===== config.mk =====
export PLATFORM = sky130hd
export DESIGN_NAME = window_scan_ctrl_flat
export DESIGN_NICKNAME = d
export VERILOG_FILES = /design/src/rtl/window_scan_ctrl_pkg.sv /design/src/rtl/window_scan_ctrl_if.sv /design/src/rtl/window_scan_ctrl_wrap.sv /design/src/rtl/window_scan_ctrl.sv /design/src/flat_wrapper.sv
export SDC_FILE = /design/constraint.sdc
export NUM_CORES = 1
export LEC_CHECK = 0
export ABC_AREA = 0
export BUFFER_PORTS_ARGS = -buffer_cell sky130_fd_sc_hd__buf_2
export CAP_MARGIN = 25
export CORE_MARGIN = 3
export CORE_UTILIZATION = 45
export DETAILED_ROUTE_END_ITERATION = 12
export PLACE_DENSITY_LB_ADDON = 0.1
export SYNTH_ARGS = -nofsm -noshare
export SYNTH_HDL_FRONTEND = slang
export SYNTH_SLANG_ARGS = --single-unit

===== constraint.sdc =====
create_clock -name clk -period 2.5 [get_ports clk]
set_clock_uncertainty 0.05 [all_clocks]
set_input_delay 0.375 -clock clk [delete_from_list [all_inputs] [get_ports clk]]
set_output_delay 0.375 -clock clk [all_outputs]
set_load 0.1 [all_outputs]

===== src/rtl/window_scan_ctrl_pkg.sv =====
// window_scan_ctrl_pkg: state encoding and width helpers shared by window_scan_ctrl files
package window_pkg;
   localparam logic [1:0] ST_IDLE = 2'd0;
   localparam logic [1:0] ST_FILL = 2'd1;
   localparam logic [1:0] ST_RUN  = 2'd2;
   localparam logic [1:0] ST_DONE = 2'd3;
   typedef enum logic [1:0] {
      IDLE = ST_IDLE,
      FILL = ST_FILL,
      RUN  = ST_RUN,
      DONE = ST_DONE
   } state_t;
   function automatic int cnt_w(input int n);
      return (n > 2) ? $clog2(n) : 1;
   endfunction
   function automatic int sel_w(input int k);
      return cnt_w(k - 1);
   endfunction
   function automatic int col_w(input int w);
      return cnt_w(w);
   endfunction
   function automatic int row_w(input int h);
      return cnt_w(h);
   endfunction
endpackage


===== src/rtl/window_scan_ctrl_if.sv =====
// window_scan_ctrl_if: pixel/window handshake and line-buffer steering bundle
//   master: pixel source + downstream (drives start_i, valid_i, ready_i)
//   slave : window_scan_ctrl (drives ready_o, lb_wr_*, win_*, col_o, row_o, busy_o, done_o)
interface window_scan_ctrl_if #(
   parameter int IMG_W = 640,
   parameter int IMG_H = 480,
   parameter int K     = 15
);
   logic                                  start_i;
   logic                                  valid_i;
   logic                                  ready_o;
   logic                                  ready_i;
   logic                                  lb_wr_en_o;
   logic [window_pkg::sel_w(K)-1:0]       lb_wr_sel_o;
   logic                                  win_shift_o;
   logic                                  win_valid_o;
   logic [window_pkg::col_w(IMG_W)-1:0]   col_o;
   logic [window_pkg::row_w(IMG_H)-1:0]   row_o;
   logic                                  busy_o;
   logic                                  done_o;
   modport master (
      output start_i, valid_i, ready_i,
      input  ready_o, lb_wr_en_o, lb_wr_sel_o, win_shift_o, win_valid_o,
             col_o, row_o, busy_o, done_o
   );
   modport slave (
      input  start_i, valid_i, ready_i,
      output ready_o, lb_wr_en_o, lb_wr_sel_o, win_shift_o, win_valid_o,
             col_o, row_o, busy_o, done_o
   );
endinterface


===== src/rtl/window_scan_ctrl_wrap.sv =====
// wrap_counter: modulo-N counter with sync clear; wrap flags the enabled step from N-1 to 0
//   clk, rst (async, active-high), en (count), clr (to 0), q (count), wrap (en at N-1)
module wrap_counter import window_pkg::*; #(
   parameter int N = 2
) (
   input  logic                clk,
   input  logic                rst,
   input  logic                en,
   input  logic                clr,
   output logic [cnt_w(N)-1:0] q,
   output logic                wrap
);
   localparam int W = cnt_w(N);
   assign wrap = en && q == W'(N - 1);
   always_ff @(posedge clk or posedge rst)
      if (rst) q <= '0;
      else if (clr) q <= '0;
      else if (en) q <= wrap ? '0 : q + 1'b1;
endmodule


===== src/rtl/window_scan_ctrl.sv =====
// window_scan_ctrl: raster scan sequencer for a KxK sliding-window front end
//   clk, rst (async, active-high)
//   bus.slave: start_i/valid_i/ready_i in; ready_o, lb_wr_en_o, lb_wr_sel_o,
//              win_shift_o, win_valid_o, col_o, row_o, busy_o, done_o out
module window_scan_ctrl import window_pkg::*; #(
   parameter int IMG_W = 640,
   parameter int IMG_H = 480,
   parameter int K     = 15
) (
   input logic               clk,
   input logic               rst,
   window_scan_ctrl_if.slave bus
);
   localparam int COL_W = col_w(IMG_W);
   localparam int ROW_W = row_w(IMG_H);
   localparam int SEL_W = sel_w(K);
   state_t             state;
   logic               accept;
   logic               clr;
   logic               col_wrap;
   logic               row_wrap;
   logic               sel_wrap;
   logic [COL_W-1:0]   col_q;
   logic [ROW_W-1:0]   row_q;
   logic [SEL_W-1:0]   sel_q;
   assign bus.ready_o     = (state == FILL || state == RUN) && bus.ready_i;
   assign accept          = bus.valid_i && bus.ready_o;
   assign clr             = state == IDLE && bus.start_i;
   assign bus.lb_wr_en_o  = accept;
   assign bus.win_shift_o = accept;
   assign bus.lb_wr_sel_o = sel_q;
   wrap_counter #(.N(IMG_W)) u_col (
      .clk(clk), .rst(rst), .en(accept), .clr(clr), .q(col_q), .wrap(col_wrap)
   );
   wrap_counter #(.N(IMG_H)) u_row (
      .clk(clk), .rst(rst), .en(col_wrap), .clr(clr), .q(row_q), .wrap(row_wrap)
   );
   wrap_counter #(.N(K - 1)) u_sel (
      .clk(clk), .rst(rst), .en(col_wrap), .clr(clr), .q(sel_q), .wrap(sel_wrap)
   );
   // The select counter starts at 0 each frame, so its first wrap is exactly the
   // end of row K-2: the moment the line buffers are full.
   always_ff @(posedge clk or posedge rst)
      if (rst) begin
         state           <= IDLE;
         bus.col_o       <= '0;
         bus.row_o       <= '0;
         bus.win_valid_o <= 1'b0;
         bus.done_o      <= 1'b0;
         bus.busy_o      <= 1'b0;
      end else begin
         bus.win_valid_o <= accept && row_q >= ROW_W'(K - 1) && col_q >= COL_W'(K - 1);
         bus.done_o      <= 1'b0;
         if (accept) begin
            bus.col_o <= col_q;
            bus.row_o <= row_q;
         end
         case (state)
            IDLE: if (bus.start_i) begin
               state      <= FILL;
               bus.busy_o <= 1'b1;
               bus.col_o  <= '0;
               bus.row_o  <= '0;
            end
            FILL: if (sel_wrap) state <= RUN;
            RUN: if (row_wrap) begin
               state      <= DONE;
               bus.done_o <= 1'b1;
            end
            DONE: begin
               state      <= IDLE;
               bus.busy_o <= 1'b0;
            end
         endcase
      end
endmodule


===== src/flat_wrapper.sv =====
// flat-port wrapper written by rule: the top's interface ports become plain ports
module window_scan_ctrl_flat import window_pkg::*;
#(
   parameter int IMG_W = 640,
   parameter int IMG_H = 480,
   parameter int K     = 15
)
  (clk, rst, bus_start_i, bus_valid_i, bus_ready_i, bus_ready_o, bus_lb_wr_en_o, bus_lb_wr_sel_o, bus_win_shift_o, bus_win_valid_o, bus_col_o, bus_row_o, bus_busy_o, bus_done_o);
  window_scan_ctrl_if #(.IMG_W(IMG_W), .IMG_H(IMG_H), .K(K)) bus_i ();
  input logic clk;
  input logic rst;
  input wire logic [$bits(bus_i.start_i)-1:0] bus_start_i;
  input wire logic [$bits(bus_i.valid_i)-1:0] bus_valid_i;
  input wire logic [$bits(bus_i.ready_i)-1:0] bus_ready_i;
  output wire logic [$bits(bus_i.ready_o)-1:0] bus_ready_o;
  output wire logic [$bits(bus_i.lb_wr_en_o)-1:0] bus_lb_wr_en_o;
  output wire logic [$bits(bus_i.lb_wr_sel_o)-1:0] bus_lb_wr_sel_o;
  output wire logic [$bits(bus_i.win_shift_o)-1:0] bus_win_shift_o;
  output wire logic [$bits(bus_i.win_valid_o)-1:0] bus_win_valid_o;
  output wire logic [$bits(bus_i.col_o)-1:0] bus_col_o;
  output wire logic [$bits(bus_i.row_o)-1:0] bus_row_o;
  output wire logic [$bits(bus_i.busy_o)-1:0] bus_busy_o;
  output wire logic [$bits(bus_i.done_o)-1:0] bus_done_o;
  assign bus_i.start_i = bus_start_i;
  assign bus_i.valid_i = bus_valid_i;
  assign bus_i.ready_i = bus_ready_i;
  assign bus_ready_o = bus_i.ready_o;
  assign bus_lb_wr_en_o = bus_i.lb_wr_en_o;
  assign bus_lb_wr_sel_o = bus_i.lb_wr_sel_o;
  assign bus_win_shift_o = bus_i.win_shift_o;
  assign bus_win_valid_o = bus_i.win_valid_o;
  assign bus_col_o = bus_i.col_o;
  assign bus_row_o = bus_i.row_o;
  assign bus_busy_o = bus_i.busy_o;
  assign bus_done_o = bus_i.done_o;
  window_scan_ctrl #(.IMG_W(IMG_W), .IMG_H(IMG_H), .K(K)) u_core (.clk(clk), .rst(rst), .bus(bus_i));
endmodule

==> metrics.txt, run 1 <==
ratio of final minimum period to clock period 90.9%; Die Outline Area approximately 6100 um^2; CTS Buf Count 5; most frequently used flop master after synthesis sky130_fd_sc_hd__dfrtp_1; total inserted antenna cells 0; sum of negative setup slack 0 ps; power density of the placed cells roughly 770 nW/um^2; aggregate routed wire length roughly 5000 um; buffers inserted by post-CTS timing repair 0; Crit path arrival time 2400 ps; fraction of final layout cells with drive strength greater than 1 19.7%; Synthesized Nets 269; worst slew margin relative to its limit 60.2%; number of placement rows 25; GRT Residual Overflow 0; path type of the worst setup path flop to flop; vias per std cell about 5.3; hold crit path type input pin to async pin; launching point of the worst reg2reg path u_core.state[0]; largest driver fanout on the critical path 5; Min Clock Period, post-route roughly 2300 ps; final max-slew violation count 0; hpwl dp 3400 um; Top Ports 34; busiest metal layer after global routing met2; Area growth syn-to-layout 15.6%; switching share of power a little over two fifths; root buf cell sky130_fd_sc_hd__clkbuf_8; synthesized instance count 254; Yosys warning count 0; post-synthesis sequential element count 47; Finished Core Util a little under three fifths; final RePlAce weighted congestion ~0.8; leakage power total 1.31 nW; Fmax 0.440 GHz; post-route standard cell area excluding fillers 2710 um^2; starting density of the core 48.1%; TritonCTS clock tree done; number of DRC markers after the initial detailed-route iteration 88; sequential group share of total power 41.7%; core area 4880 um^2; via count of the first global-routing pass around 1900; Clock transition at path regs 80 ps; Vert. Die Dim about 78 um; slew of the pin with the lowest slew margin 598 ps; sequential cell area fraction in the yosys report 50.1%; H-Tree Depth 2; number of antenna violations at the first check in global routing 0; most common library cells after synthesis 51 x sky130_fd_sc_hd__nand2_1, 47 x sky130_fd_sc_hd__dfrtp_1, 32 x sky130_fd_sc_hd__a21oi_1; most frequently used cell type in the post-synthesis netlist sky130_fd_sc_hd__nand2_1; Peak VDD IR 0.317 mV; Port Buffers 33; unrepaired setup endpoints after global routing no; maximum number of pins on one net before global-route repair 48; met2 track demand over resource 29.4%; Post-Synthesis Cell Area 2350 um^2; met1 Use GR 22.7%; Mapped Avg Cell Area slightly above 9 um^2; remaining design rule violation count 0; Setup violations, final 0; total iterations of the first detailed-routing run 4; number of enable-type register cells in the synthesized netlist 0; Gate power share 37.2%; post-synthesis async set-or-reset flop share 100%; Routed wire per std cell ~14 um; RR Endpoint u_core.u_row.q[5]; Fin. Hold Viols 0; post-synthesis cell type with the largest combined area sky130_fd_sc_hd__dfrtp_1; Synth area leaders sky130_fd_sc_hd__dfrtp_1 50%, sky130_fd_sc_hd__nand2_1 8.2%, sky130_fd_sc_hd__a21oi_1 6.8%; cell internal power dissipation 1.20 mW; depth of the worst register-to-register path 7; met3 layer usage reported by global route 3.78%; run status finished, final reports clean; Reg2Reg Setup Slack 230 ps; die width 78.2 um; antenna-violating nets left 0; worst skew pair latency ~300 ps; GR Util All Layers approximately 18%; fraction of power consumed by the clock network 21.1%; post-detailed-placement cell area about 2600 um^2; Vias between 1500 and 2000; CTS Sinks 47; Switch Pwr 0.884 mW; endpoint class of the critical path flop; number of nets at the end of the flow 304; number of hold buffers added after cts 0; number of distinct standard cells referenced by the synthesized netlist about 40; portion of synthesized cell area occupied by the leading cell type between 50% and 60%; global-route wire length before repair 8680 um; maximum capacitance violations 0; kind of start point of the critical path flop; required arrival time at the worst endpoint about 2600 ps; maximum clock insertion buffer count 2
## critical path, stage by stage (launching register included)
cell                      delay, ps
sky130_fd_sc_hd__dfrtp_1        410
sky130_fd_sc_hd__inv_1           80
sky130_fd_sc_hd__ha_1           330
sky130_fd_sc_hd__nand4_1        190
sky130_fd_sc_hd__or4_4          590
sky130_fd_sc_hd__nor3_1         250
sky130_fd_sc_hd__mux2i_1        210
sky130_fd_sc_hd__nor2_1          50
## power groups by stage
stage,sequential [mW],combinational (mW),clock [mW]
finish,0.872,0.776,0.441
global placement,0.882,0.781,0
floorplan,1.04,0.458,0
detailed placement,0.887,0.780,0
global route,0.880,0.837,0.490
CTS,0.872,0.783,0.461
## worst max-delay path by stage
stage / from / end / slack [ps] / depth (start not counted)
after floorplan: u_core.state[0] / bus_win_shift_o / 70 / 6
after global placement: u_core.state[0] / u_core.state[1] / 270 / 7
after detailed placement: u_core.state[0] / u_core.state[1] / 190 / 7
after CTS: u_core.state[0] / u_core.state[1] / 180 / 7
after global routing: u_core.state[0] / u_core.u_row.q[6] / 60 / 8
final: u_core.state[0] / u_core.u_row.q[5] / 230 / 7
## cell families (layout without fill, tap and decap cells)
kind of cell | after synthesis | in the layout | share of synthesized area (%)
AND/OR/NAND/NOR | 109 | 109 | 22.6
buffers and inverters | 25 | 61 | 4.42
AO/OA/AOI/OAI | 52 | 52 | 13.2
flip-flops | 47 | 47 | 50.1
multiplexers | 3 | 3 | 1.33
XOR/XNOR | 8 | 8 | 2.99
adder cells (fa/ha/maj) | 10 | 10 | 5.33
## metrics by stage
stage	total power, mW	setup slack (ps)	hold slack [ps]	cells
final	2.09	227	158	357
after global routing	2.21	62.3	210	357
after CTS	2.12	182	194	357
after detailed placement	1.67	192	461	349
after global placement	1.66	267	458	349
after floorplan	1.50	73.9	447	254
## cell type report
type	instances	area, um^2
sequential	47	1180
clock inverter	1	5.00
inverter	11	41.3
tap	67	83.8
fill	482	2170
multi-input combinational	182	1070
clock buffer	7	76.3
timing repair buffer	42	263
## registers in the layout, summed over array words and instances, names as in the netlist
name / cells
u_core.u_sel.q: 4
u_core.u_row.q: 9
u_core.bus.col_o: 10
u_core.bus.done_o: 1
u_core.bus.row_o: 9
u_core.state: 2
u_core.bus.busy_o: 1
u_core.bus.win_valid_o: 1
u_core.u_col.q: 10
## timing repair
action	CTS	global route
setup endpoints to repair	0	1
resized for setup	0	0
hold endpoints to repair	0	0
## layout by cell type, fill, tap and decap left out, types with 2 or more instances in the layout
master                     netlist  layout
sky130_fd_sc_hd__ha_1           10      10
sky130_fd_sc_hd__buf_4           1       9
sky130_fd_sc_hd__buf_2           5      31
sky130_fd_sc_hd__nor3_1          9       9
sky130_fd_sc_hd__a31oi_1         2       2
sky130_fd_sc_hd__nand4_1         6       6
sky130_fd_sc_hd__and3_1          4       4
sky130_fd_sc_hd__a21oi_1        32      32
sky130_fd_sc_hd__clkbuf_8        0       5
sky130_fd_sc_hd__o211ai_1        2       2
sky130_fd_sc_hd__buf_12          0       2
sky130_fd_sc_hd__a31o_2          2       2
sky130_fd_sc_hd__a311oi_1        2       2
sky130_fd_sc_hd__dfrtp_1        47      47
sky130_fd_sc_hd__nor2_1         21      21
sky130_fd_sc_hd__xor2_1          6       6
sky130_fd_sc_hd__inv_1          11      10
sky130_fd_sc_hd__o21ai_0         5       5
sky130_fd_sc_hd__clkbuf_1        6       2
sky130_fd_sc_hd__nor4_1          2       2
sky130_fd_sc_hd__or3_1           2       2
sky130_fd_sc_hd__mux2i_1         2       2
sky130_fd_sc_hd__nand2_1        51      51
sky130_fd_sc_hd__and2_1          3       3
sky130_fd_sc_hd__xnor2_1         2       2
sky130_fd_sc_hd__nand3_1         3       3
## routing by layer
layer  wire length (um)  vias to the layer above
met5                  0                        -
li1                   -                      938
met3                173                        5
met1               2310                      905
met2               2410                       28
met4                 70                        0
Note: power is estimated with default switching activity, not from simulation.
==> run 2: changes to the inputs <==
--- a/config.mk
+++ b/config.mk
@@ -10,8 +10,10 @@
 export CAP_MARGIN = 25
 export CORE_MARGIN = 3
 export CORE_UTILIZATION = 45
+export CTS_BUF_LIST = sky130_fd_sc_hd__clkbuf_8
 export DETAILED_ROUTE_END_ITERATION = 12
 export PLACE_DENSITY_LB_ADDON = 0.1
+export SLEW_MARGIN = 20
 export SYNTH_ARGS = -nofsm -noshare
 export SYNTH_HDL_FRONTEND = slang
 export SYNTH_SLANG_ARGS = --single-unit
==> run 2 against run 1 <==
Compared with the run above:
- register-to-register slack is essentially flat
- die area is the same
- power shrank 0.29%
- clock-buffer cell count shrank 2
- sequential power is essentially flat
- worst hold slack gained 1.4 ps
- combinational power is essentially flat
- sequential cell count is the same
- critical endpoint unchanged
- via count grew 0.59%
- design area is the same
==> metrics.txt, run 2 (synthesized netlist as in run 1, its figures left out) <==
number of DRC markers after the initial detailed-route iteration 71 (-19%); GRT Residual Overflow 0 (unchanged); TritonCTS clock tree done; Die Outline Area 6120 um^2 (unchanged); root buf cell sky130_fd_sc_hd__clkbuf_8; kind of start point of the critical path flop; unrepaired setup endpoints after global routing no; Vert. Die Dim 78.2 um (unchanged); Peak VDD IR 0.317 mV (+0.15%); ratio of final minimum period to clock period 91.1% (+0.17 points); final RePlAce weighted congestion 0.797 (unchanged); fraction of final layout cells with drive strength greater than 1 19.7% (unchanged); worst setup slack after placement 192 ps (unchanged); starting density of the core 48.1% (unchanged); Crit path arrival time 2400 ps (about the same); GR Util All Layers 17.7% (unchanged); number of nets at the end of the flow 304 (unchanged); Vias 1887 (+0.59%); worst skew pair latency 300 ps (about the same); run status finished, final reports clean; path type of the worst setup path flop to flop; required arrival time at the worst endpoint 2620 ps (about the same); total iterations of the first detailed-routing run 4 (unchanged); endpoint class of the critical path flop; Routed wire per std cell 13.9 um (-0.10%); maximum capacitance violations 0 (unchanged); final setup slack of the worst path 223 ps (-4.28 ps); leakage power total 1.32 nW (+0.63%); Min Clock Period, post-route 2280 ps (+4.27 ps); Reg2Reg Setup Slack 220 ps (about the same); Port Buffers 33 (unchanged); Fmax 0.439 GHz (-0.19%); Finished Core Util 55.6% (unchanged); maximum number of pins on one net before global-route repair 48 (unchanged); CTS Sinks 47 (unchanged); Fin. Hold Viols 0 (unchanged); remaining design rule violation count 0 (unchanged); via count of the first global-routing pass 1851 (unchanged); total inserted antenna cells 0 (unchanged); H-Tree Depth 2 (unchanged); slew of the pin with the lowest slew margin 591 ps (-6.50 ps); antenna-violating nets left 0 (unchanged); largest driver fanout on the critical path 5 (unchanged); hold crit path type input pin to async pin; aggregate routed wire length 4950 um (-0.10%); CTS Buf Count 5 (unchanged); vias per std cell 5.29 (+0.59%); maximum clock insertion buffer count 2 (unchanged); Clock transition at path regs 80 ps (about the same); depth of the worst register-to-register path 7 (unchanged); power density of the placed cells 768 nW/um^2 (-0.29%); post-layout power 2.08 mW (-0.29%); global-route wire length before repair 8680 um (unchanged); highest-count cells in the layout ignoring fill and taps 51 x sky130_fd_sc_hd__nand2_1, 47 x sky130_fd_sc_hd__dfrtp_1, 32 x sky130_fd_sc_hd__a21oi_1, 31 x sky130_fd_sc_hd__buf_2, 21 x sky130_fd_sc_hd__nor2_1; Area growth syn-to-layout 15.6% (unchanged); leading registers by flop count u_core.bus.col_o (10), u_core.u_col.q (10); filler cell count in the final layout 482 (unchanged); worst slew margin relative to its limit 60.6% (+0.43 points); final max-slew violation count 0 (unchanged); hpwl dp 3400 um (unchanged); core area 4880 um^2 (unchanged); number of antenna violations at the first check in global routing 0 (unchanged); number of placement rows 25 (unchanged); busiest metal layer after global routing met2; number of resized instances in the post-cts repair step 0 (unchanged); met2 track demand over resource 29.4% (unchanged); most common library cell in the layout ignoring fill and taps sky130_fd_sc_hd__nand2_1; sum of negative setup slack 0 ps (unchanged); RR Endpoint u_core.u_row.q[5]; launching point of the worst reg2reg path u_core.state[0]; met1 Use GR 22.7% (unchanged); met3 layer usage reported by global route 3.78% (unchanged); die width 78.2 um (unchanged); Setup violations, final 0 (unchanged); Top Ports 34 (unchanged)
[run 2: per-stage QoR]
step                      hold slack, ps  cell area [um^2]  std cells
after global routing                 210              2710        357
after detailed placement             461              2630        349
final                                159              2710        357
after global placement               458              2630        349
after CTS                            194              2710        357
after floorplan                      447              2350        254
[run 2: routing by layer]
metal / up-vias / wire length, um
li1: 940 / -
met1: 906 / 2300
met2: 36 / 2410
met3: 5 / 175
met4: 0 / 70
met5: - / 0
[run 2: critical path: stages (launching register included)]
cell and delay (ps):
sky130_fd_sc_hd__dfrtp_1 400, sky130_fd_sc_hd__inv_1 80, sky130_fd_sc_hd__ha_1 320, sky130_fd_sc_hd__nand4_1 190, sky130_fd_sc_hd__or4_4 600, sky130_fd_sc_hd__nor3_1 250
sky130_fd_sc_hd__mux2i_1 210, sky130_fd_sc_hd__nor2_1 50
[run 2: worst max path at each step]
stage	endpoint	slack, ps	cells after the start	startpoint
final	u_core.u_row.q[5]	220	7	u_core.state[0]
after global routing	u_core.u_row.q[6]	60	8	u_core.state[0]
after CTS	u_core.state[1]	180	7	u_core.state[0]
after detailed placement	u_core.state[1]	190	7	u_core.state[0]
after global placement	u_core.state[1]	270	7	u_core.state[0]
after floorplan	bus_win_shift_o	70	6	u_core.state[0]
[run 2: cell type report]
type / instances / area, um^2 / share of cell area, %
clock buffer: 5 / 68.8 / 2.54
multi-input combinational: 182 / 1070 / 39.3
tap: 67 / 83.8 / 3.09
inverter: 11 / 41.3 / 1.52
sequential: 47 / 1180 / 43.4
clock inverter: 3 / 12.5 / 0.461
timing repair buffer: 42 / 263 / 9.69
[run 2: what timing repair did]
| item | 4_1_cts | 5_1_grt |
|---|---|---|
| buffers inserted | 0 | 0 |
| hold endpoints to repair | 0 | 0 |
| endpoints found under the setup margin | 0 | 1 |
| hold buffers | 0 | 0 |
[run 2: power by group]
group          switching, mW  internal [mW]
sequential            0.0553          0.816
combinational          0.584          0.192
clock                  0.246          0.189
==> run 3: changes to the inputs <==
--- a/config.mk
+++ b/config.mk
@@ -8,6 +8,8 @@
 export ABC_AREA = 0
 export BUFFER_PORTS_ARGS = -buffer_cell sky130_fd_sc_hd__buf_2
 export CAP_MARGIN = 25
+export CELL_PAD_IN_SITES_DETAIL_PLACEMENT = 1
+export CELL_PAD_IN_SITES_GLOBAL_PLACEMENT = 1
 export CORE_MARGIN = 3
 export CORE_UTILIZATION = 45
 export CTS_BUF_LIST = sky130_fd_sc_hd__clkbuf_8
==> run 3 against run 2 <==
Compared with the run above:
- first-iteration DRC count is 82% higher
- sequential cell count stayed put
- critical endpoint unchanged
- die area did not move
- largest cell class unchanged
- fmax down 4.2%
- critical path depth did not move
- sequential share of layout area fell by 1.0 points
- critical path type unchanged
- worst hold slack got worse by 53 ps
==> metrics.txt, run 3 (synthesized netlist as in run 1, its figures left out) <==
maximum number of pins on one net before global-route repair 31 (-35%); Clock transition at path regs 90 ps (about the same); run status finished, final reports clean; RR Endpoint u_core.u_row.q[5]; Peak VDD IR 0.380 mV (+20%); maximum clock insertion buffer count 2 (unchanged); number of standard cells in the final layout excluding fillers 361 (+1.1%); endpoint class of the critical path flop; CTS Sinks 47 (unchanged); global-route wire length before repair 9910 um (+14%); launching point of the worst reg2reg path u_core.state[0]; cell count after placement 350 (+0.29%); leading registers by flop count u_core.bus.col_o (10), u_core.u_col.q (10); final max-slew violation count 0 (unchanged); sequential group share of total power 39.0% (-2.8 points); total inserted antenna cells 0 (unchanged); Routed wire per std cell 16.5 um (+19%); GR Util All Layers 20.4% (+2.7 points); root buf cell sky130_fd_sc_hd__clkbuf_8; Crit. Startpoint u_core.state[0]; depth of the worst register-to-register path 7 (unchanged); CTS Buf Count 5 (unchanged); kind of start point of the critical path flop; worst setup slack after placement 64.5 ps (-128 ps); most common library cell in the layout ignoring fill and taps sky130_fd_sc_hd__nand2_1; switching share of power 41.6% (-0.95 points); Min Clock Period, post-route 2380 ps (+100 ps); path type of the worst setup path flop to flop; hpwl dp 4190 um (+23%); number of DRC markers after the initial detailed-route iteration 129 (+82%); number of antenna violations at the first check in global routing 0 (unchanged); Fin. Hold Viols 0 (unchanged); Fmax 0.421 GHz (-4.2%); ratio of final minimum period to clock period 95.1% (+4.0 points); number of nets at the end of the flow 308 (+1.3%); slew of the pin with the lowest slew margin 648 ps (+57.2 ps); aggregate routed wire length 5950 um (+20%); highest-count cells in the layout ignoring fill and taps 51 x sky130_fd_sc_hd__nand2_1, 47 x sky130_fd_sc_hd__dfrtp_1, 32 x sky130_fd_sc_hd__a21oi_1, 31 x sky130_fd_sc_hd__buf_2, 21 x sky130_fd_sc_hd__nor2_1; worst setup path end u_core.u_row.q[5]; post-layout power 2.25 mW (+8.2%); remaining design rule violation count 0 (unchanged); required arrival time at the worst endpoint 2640 ps (+20 ps); via count of the first global-routing pass 2032 (+9.8%); number of placement rows 25 (unchanged); Area growth syn-to-layout 18.3%; hold crit path type input pin to async pin; Switch Pwr 0.937 mW (+5.8%); die width 78.2 um (unchanged); Reg2Reg Setup Slack 120 ps (-100 ps); Port Buffers 33 (unchanged); fraction of final layout cells with drive strength greater than 1 22.1% (+2.5 points); antenna-violating nets left 0 (unchanged); Vert. Die Dim 78.2 um (unchanged); fraction of power consumed by the clock network 22.1% (+1.2 points); Vias 1982 (+5.0%); Gate power share 38.9% (+1.6 points); cell internal power dissipation 1.32 mW (+10%); number of hold buffers added after cts 0 (unchanged); Top Ports 34 (unchanged); TritonCTS clock tree done; Setup violations, final 0 (unchanged); vias per std cell 5.49 (+3.9%); leakage power total 1.35 nW (+1.9%); GRT Residual Overflow 0 (unchanged); total iterations of the first detailed-routing run 4 (unchanged); largest driver fanout on the critical path 13 (+8); starting density of the core 48.1% (unchanged); power density of the placed cells 812 nW/um^2 (+5.7%); maximum capacitance violations 0 (unchanged); final setup slack of the worst path 122 ps (-100 ps); Crit path arrival time 2510 ps (+110 ps); H-Tree Depth 2 (unchanged); core area 4880 um^2 (unchanged); final RePlAce weighted congestion 0.790 (-0.89%); worst slew margin relative to its limit 56.7% (-3.9 points); Die Outline Area 6120 um^2 (unchanged); worst skew pair latency 300 ps (about the same)
run 3: changes by cell type in the layout (fill, tap and decap cells not counted), sizes merged:
| cell | previous run | this run |
|---|---|---|
| buf | 42 | 46 |
| clkbuf | 5 | 7 |
| clkinv | 1 | 0 |
| inv | 13 | 12 |
run 3: repair_timing:
item                                    in CTS  in global routing
gates resized for setup                      0                  4
endpoints found under the setup margin       0                  5
setup buffers                                0                  3
hold endpoints to repair                     0                  0
run 3: power by group through the flow:
stage	Sequential [mW]	Clock [mW]	Combinational (mW)
final	0.880	0.498	0.877
after global routing	0.886	0.538	0.949
after CTS	0.874	0.510	0.814
after detailed placement	0.889	0	0.809
after global placement	0.882	0	0.795
after floorplan	1.04	0	0.458
run 3: how the worst min path moves through the flow:
| stage | from | cells after the start | end |
|---|---|---|---|
| 2_1_floorplan | u_core.u_row.q[8] | 2 | u_core.bus.row_o[8] |
| 3_3_place_gp | rst | 2 | u_core.u_col.q[6] |
| 3_5_place_dp | rst | 2 | u_core.u_col.q[6] |
| 4_1_cts | rst | 2 | u_core.u_col.q[6] |
| 5_1_grt | rst | 2 | u_core.u_col.q[2] |
| 6_report | rst | 2 | u_core.u_col.q[6] |
run 3: cell type report:
type	instances	area [um^2]
clock buffer	7	96.3
clock inverter	1	3.75
fill	588	2100
inverter	11	41.3
multi-input combinational	182	1080
sequential	47	1180
tap	67	83.8
timing repair buffer	46	297
run 3: worst max-delay path: stages (launching register included):
cell and delay [ps]:
sky130_fd_sc_hd__dfrtp_1 430, sky130_fd_sc_hd__inv_2 90, sky130_fd_sc_hd__ha_4 280, sky130_fd_sc_hd__nand4_1 210, sky130_fd_sc_hd__or4_4 670, sky130_fd_sc_hd__nor3_1 260, sky130_fd_sc_hd__mux2i_1 210, sky130_fd_sc_hd__nor2_1 50
run 3: routing by layer:
layer | vias to the layer above | wire (um) | global-route usage (%)
li1 | 944 | - | -
met1 | 998 | 2680 | 25.2
met2 | 32 | 3020 | 36.4
met3 | 8 | 157 | 3.56
met4 | 0 | 90 | 5.77
met5 | - | 0 | 0
run 3: per-stage QoR:
stage          setup TNS (ps)  hold slack, ps  utilization [%]  instance area (um^2)
5_1_grt                 -2.92             167             56.9                  2780
3_3_place_gp                0             454             54.1                  2640
2_1_floorplan               0             447                -                  2350
3_5_place_dp                0             457             54.1                  2640
6_report                    0             106             56.9                  2780
4_1_cts                     0             131             56.1                  2740
